--- config.mk ---
export PLATFORM = sky130hd
export DESIGN_NAME = xorexpand_lfsr_burst
export DESIGN_NICKNAME = d
export VERILOG_FILES = /design/src/rtl/xorexpand_lfsr_burst.sv
export SDC_FILE = /design/constraint.sdc
export NUM_CORES = 1
export LEC_CHECK = 0
export CAP_MARGIN = 0
export CORE_MARGIN = 2
export CORE_UTILIZATION = 40
export DETAILED_ROUTE_END_ITERATION = 8
export PLACE_DENSITY = 0.67
export SLEW_MARGIN = 10
export SYNTH_ARGS = -nofsm -noshare
export SYNTH_HDL_FRONTEND = slang
export SYNTH_SLANG_ARGS = --single-unit
export TNS_END_PERCENT = 50
--- constraint.sdc ---
create_clock -name clk -period 2.8 [get_ports clk]
set_input_delay 0.56 -clock clk [delete_from_list [all_inputs] [get_ports clk]]
set_output_delay 0.56 -clock clk [all_outputs]
set_load 0.01 [all_outputs]
--- src/rtl/xorexpand_lfsr_burst.sv ---
// Burst generator: Fibonacci LFSR whose pairwise-XOR expansion is thresholded in 4-bit
// windows into segment-enable words, streamed over valid/ready with a start/done protocol.
module xorexpand_lfsr_burst #(
  parameter int                 RNDSIZE      = 16,
  parameter int                 NB_OUT       = 16,
  parameter logic [RNDSIZE-1:0] TAPS         = 16'hB400,
  parameter logic [RNDSIZE-1:0] DEFAULT_SEED = 16'h0001,
  parameter int                 WARMUP       = 4,
  parameter int                 LEN_W        = 8
) (
  input  logic               clk,
  input  logic               rst,
  input  logic               seed_load,
  input  logic [RNDSIZE-1:0] seed,
  input  logic [1:0]         probability,
  input  logic               start,
  input  logic [LEN_W-1:0]   nb_words,
  output logic [NB_OUT-1:0]  out_data,
  output logic               out_valid,
  input  logic               out_ready,
  output logic               busy,
  output logic               done,
  output logic [1:0]         dbg_state
);

  // Handshake: a word transfers on every rising edge where out_valid && out_ready;
  // once raised, out_valid and out_data stay put until that transfer happens.

  typedef enum logic [1:0] {S_IDLE, S_WARMUP, S_RUN, S_DONE} state_t;

  localparam int NX   = NB_OUT * 4;
  localparam int WC_W = (WARMUP > 1) ? $clog2(WARMUP) : 1;
  localparam logic [WC_W-1:0] WC_INIT = WC_W'((WARMUP > 0) ? WARMUP - 1 : 0);

  state_t             state;
  logic [RNDSIZE-1:0] r;
  logic [RNDSIZE-1:0] r_next;
  logic [RNDSIZE-1:0] seed_eff;
  logic [1:0]         prob_q;
  logic [LEN_W-1:0]   remaining;
  logic [WC_W-1:0]    wcnt;
  logic [NX-1:0]      x;
  logic [3:0]         thr;
  logic [NB_OUT-1:0]  seg;

  assign r_next    = {r[RNDSIZE-2:0], ^(r & TAPS)};
  assign seed_eff  = (seed == '0) ? {{(RNDSIZE-1){1'b0}}, 1'b1} : seed;
  assign dbg_state = state;

  // Only the expansion bits that feed a segment window are built.
  always_comb begin
    x = '0;
    for (int i = 0; i < RNDSIZE; i++) begin
      for (int j = i + 1; j < RNDSIZE; j++) begin
        int k;
        k = i * RNDSIZE - i * (i + 1) / 2 + j - i - 1;
        if (k < NX) x[k] = r[i] ^ r[j];
      end
    end
  end

  always_comb begin
    case (prob_q)
      2'b00:   thr = 4'd8;
      2'b01:   thr = 4'd10;
      2'b10:   thr = 4'd12;
      default: thr = 4'd15;
    endcase
  end

  always_comb begin
    seg = '0;
    for (int s = 0; s < NB_OUT; s++) seg[s] = (x[4*s +: 4] < thr);
  end

  assign out_data = out_valid ? seg : '0;

  always_ff @(posedge clk) begin
    if (rst) begin
      state     <= S_IDLE;
      r         <= DEFAULT_SEED;
      out_valid <= 1'b0;
      busy      <= 1'b0;
      done      <= 1'b0;
      prob_q    <= 2'b00;
      remaining <= '0;
      wcnt      <= '0;
    end else begin
      case (state)
        S_IDLE: begin
          if (seed_load) r <= seed_eff;
          if (start) begin
            prob_q    <= probability;
            remaining <= nb_words;
            busy      <= 1'b1;
            if (nb_words == '0) begin
              state <= S_DONE;
              done  <= 1'b1;
            end else if (WARMUP == 0) begin
              state     <= S_RUN;
              out_valid <= 1'b1;
            end else begin
              state <= S_WARMUP;
              wcnt  <= WC_INIT;
            end
          end
        end
        S_WARMUP: begin
          r <= r_next;
          if (wcnt == '0) begin
            state     <= S_RUN;
            out_valid <= 1'b1;
          end else begin
            wcnt <= wcnt - 1'b1;
          end
        end
        S_RUN: begin
          if (out_ready) begin
            r <= r_next;
            if (remaining == LEN_W'(1)) begin
              state     <= S_DONE;
              out_valid <= 1'b0;
              done      <= 1'b1;
            end else begin
              remaining <= remaining - 1'b1;
            end
          end
        end
        S_DONE: begin
          done  <= 1'b0;
          busy  <= 1'b0;
          state <= S_IDLE;
        end
        default: state <= S_IDLE;
      endcase
    end
  end

endmodule

==> results of run 1 <==
## worst max path at each step
stage / from / to / slack, ns / cells after the start
after global routing: prob_q[0] / out_data[6] / 0.006 / 7
after global placement: r[0] / out_data[2] / 0.20 / 6
final: prob_q[0] / out_data[6] / 0.12 / 7
after detailed placement: r[4] / out_data[7] / 0.19 / 6
after CTS: r[2] / out_data[8] / 0.01 / 7
after floorplan: r[1] / out_data[6] / 0.52 / 7
## cell usage in the layout, fill, tap and decap left out, types with 2 or more instances in the layout
cell type        Yosys  routed
a211oi_1            12      12
a211oi_2             2       2
a21o_1               4       4
a21oi_1             13      13
a221oi_1            12      12
a22o_1              16      16
and3_1               3       3
buf_4                0      32
clkbuf_8             0       7
clkdlybuf4s50_1      0      45
dfxtp_1             33      23
dfxtp_2              0       5
dfxtp_4              0       5
dlymetal6s2s_1       0       6
ha_1                40      40
inv_1               14      14
mux2i_1              6       6
nand2_1             17      17
nand2b_1             3       3
nand3_1              5       5
nor2_1              21      21
nor2b_1             20      20
nor3_1              12      12
nor4_1               8       8
o21a_1              17      17
o21ai_0             21      19
o21ai_1              0       2
o221a_2              2       2
o22a_1               3       3
o32ai_1              6       6
xnor2_1             19      19
xor2_1              48      48
## final cells by class
class                      count  share of cell area (%)
clock buffer                   7                   2.271
clock inverter                 1                  0.1180
inverter                      14                   1.239
multi-input combinational    325                   59.06
sequential                    33                   16.17
tap                          105                   3.097
timing repair buffer          83                   18.05
## what timing repair did
action,CTS,global route
setup endpoints to repair,16,15
setup buffers,0,0
gates cloned,0,0
resized for setup,5,18
## registers in the layout, summed over array words and instances (netlist names)
name / flops
out_valid: 1
remaining: 8
dbg_state: 2
wcnt: 2
busy: 1
done: 1
prob_q: 2
r: 16
## worst max-delay path, stage by stage (launching register included)
cell             delay, ns
dfxtp_1               0.33
inv_1                 0.04
buf_4                 0.19
ha_1                  0.31
o21a_1                0.10
o21ai_0               0.14
a22o_1                0.17
clkdlybuf4s50_1       0.54
## kinds of logic after synthesis
family | share of synthesized area, %
DFF | 19.61
xor gates and xnor gates | 17.42
adders and majority gates | 14.86
muxes | 2.117
and+or+nand+nor | 14.27
buffers and inverters | 6.018
AOI/OAI and AO/OA | 25.71
## power by group
| group | switching [mW] | internal [mW] |
|---|---|---|
| clock | 0.181 | 0.222 |
| sequential | 0.380 | 0.718 |
| combinational | 2.07 | 2.05 |
| total | 2.63 | 2.99 |
## stage by stage
step,setup slack (ns),cell area (µm²),power (mW),hold slack [ns],utilization [%]
floorplan,0.5172,3368,3.947,0.4414,-
global placement,0.2011,4100,5.054,0.4605,50.15
detailed placement,0.1866,4100,5.167,0.4618,50.15
CTS,0.01414,4208,5.601,0.4745,51.47
global route,0.006488,4242,6.214,0.5267,51.88
finish,0.1244,4242,5.621,0.4786,51.88
## layer usage
metal  vias to the layer above  track usage [%]  routed length [µm]
li1                       1583                -                   -
met1                      1511            26.97                4016
met2                        98            34.09                4181
met3                        10            2.506                 504
met4                         0            4.881                 112
met5                         -                0                   0
==> run_results.csv, run 1 <==
group,metric,value,unit
final_layout,multi_input_area,2505,µm²
clock_network,clk_pin_slew,0.07,ns
clock_network,clock_latency,0.29,ns
clock_network,holdBufCountCts,0,
die,die_w,95.77,µm
timing,drv_slew,0,
logic_synthesis,seq_area_frac_synth,19.61,%
worst_setup_path,rr_worst_depth,6,
timing,setup-violations-final,0,
worst_setup_path,cp-start-kind,"flop",
logic_synthesis,synth_cell_types,43,
logic_synthesis,yosysWarnings,0,
logic_synthesis,avgSynthCellArea,8.215,µm²
logic_synthesis,synth_edf_count,0,
die,start_util,41.20,%
worst_hold_path,hold_path_class,"reg -> reg",
die,core_area,8175,µm²
die,num_rows,33,
timing,final_hold_viol_count,0,
logic_synthesis,yosysMostFrequentCell,"xor2_1",
worst_setup_path,path_class,"reg -> out",
final_layout,area_growth,25.93,%
timing,clock_skew,0.01066,ns
placed_design,gp_congestion,0.8506,
global_routing,grt_pass1_wl,14730,µm
global_routing,overflow,0,
power,power_density,1325,nW/µm²
final_layout,seqCellArea,685.7,µm²
detailed_routing,ant_nets,0,
worst_hold_path,hold_path_depth,2,
final_layout,layout.cells.non_filler,568,
timing,fmax,0.3738,GHz
run_status,status,"complete, no violations",
final_layout,fillers,782,
detailed_routing,dr.first_iter.drc_count,147,
logic_synthesis,yosysTopAreaCell,"dfxtp_1",
clock_network,htree_levels,2,
worst_hold_path,min_to,"wcnt[1]",
worst_setup_path,end_kind,"output pin",
timing,finalCritPeriodShare,95.56,%
worst_setup_path,rr_startpoint,"dbg_state[0]",
detailed_routing,routed_wl,8814,µm
logic_synthesis,synth_ff_type,"dfxtp_1",
final_layout,diodes,0,
power,total_leakage_power,1.869,nW
logic_synthesis,syn_inst,410,
clock_network,root_buffer,"clkbuf_8",
die,ios,52,
detailed_routing,vias,3202,
timing,setup_tns,0,ns
worst_setup_path,path_max_fanout,15,
clock_network,cts.path.max_buffers,2,
global_routing,track_usage,20.06,%
detailed_routing,drt-pass1-iter-count,4,
logic_synthesis,ys_ff_latch,33,
timing,maxSlewHeadroom,54.47,%
timing,rsz0062_at_grt,"false",
final_layout,drive_above_1_share,12.31,%
die,die_y,95.77,µm
worst_hold_path,hp-start,"wcnt[1]",
job,maxCapViolations,0,
global_routing,grt_pass1_vias,3093,
logic_synthesis,ys_async_sr_fraction,0,%
global_routing,antenna_found_initial,0,
placed_design,io_buffers,51,
logic_synthesis,synth_top_area_share,19.61,%
timing,worst_pin_slew,0.6777,ns
die,dieArea,9171,µm²
clock_network,cts_sinks,33,
global_routing,grt_max_degree,34,
worst_setup_path,rr_endpoint,"remaining[0]",
final_layout,nets,533,
placed_design,dp.cells,560,
worst_setup_path,critPathRequiredTime,2.24,ns
power,worst_ir_drop_vdd,554.0,µV
logic_synthesis,synth_fp_nets,481,
logic_synthesis,syn_area,3368,µm²
detailed_routing,wl_per_cell,15.52,µm
logic_synthesis,synthTopCellsByCount,"xor2_1 (48), ha_1 (40), dfxtp_1 (33), clkbuf_1 (27)",
timing,min_period,2.676,ns
clock_network,tritoncts,"yes",
worst_setup_path,arrival,2.12,ns
clock_network,numCtsBuffers,5,
logic_synthesis,synth_area_leaders,"dfxtp_1 (20%), ha_1 (15%), xor2_1 (12%), xnor2_1 (4.9%), a22o_1 (4.2%)",
detailed_routing,viasPerCell,5.637,
detailed_routing,drc,0,
worst_setup_path,reg2reg_slack,0.70,ns
placed_design,dp_hpwl,6678,µm
No activity file was read; power rests on OpenSTA's default activity.
==> run 2, diff against run 1 <==
TNS_END_PERCENT = unset   (was 50)
==> results of run 2 <==
Same layout as run 1: the final DEF is identical, and so are final timing and power.
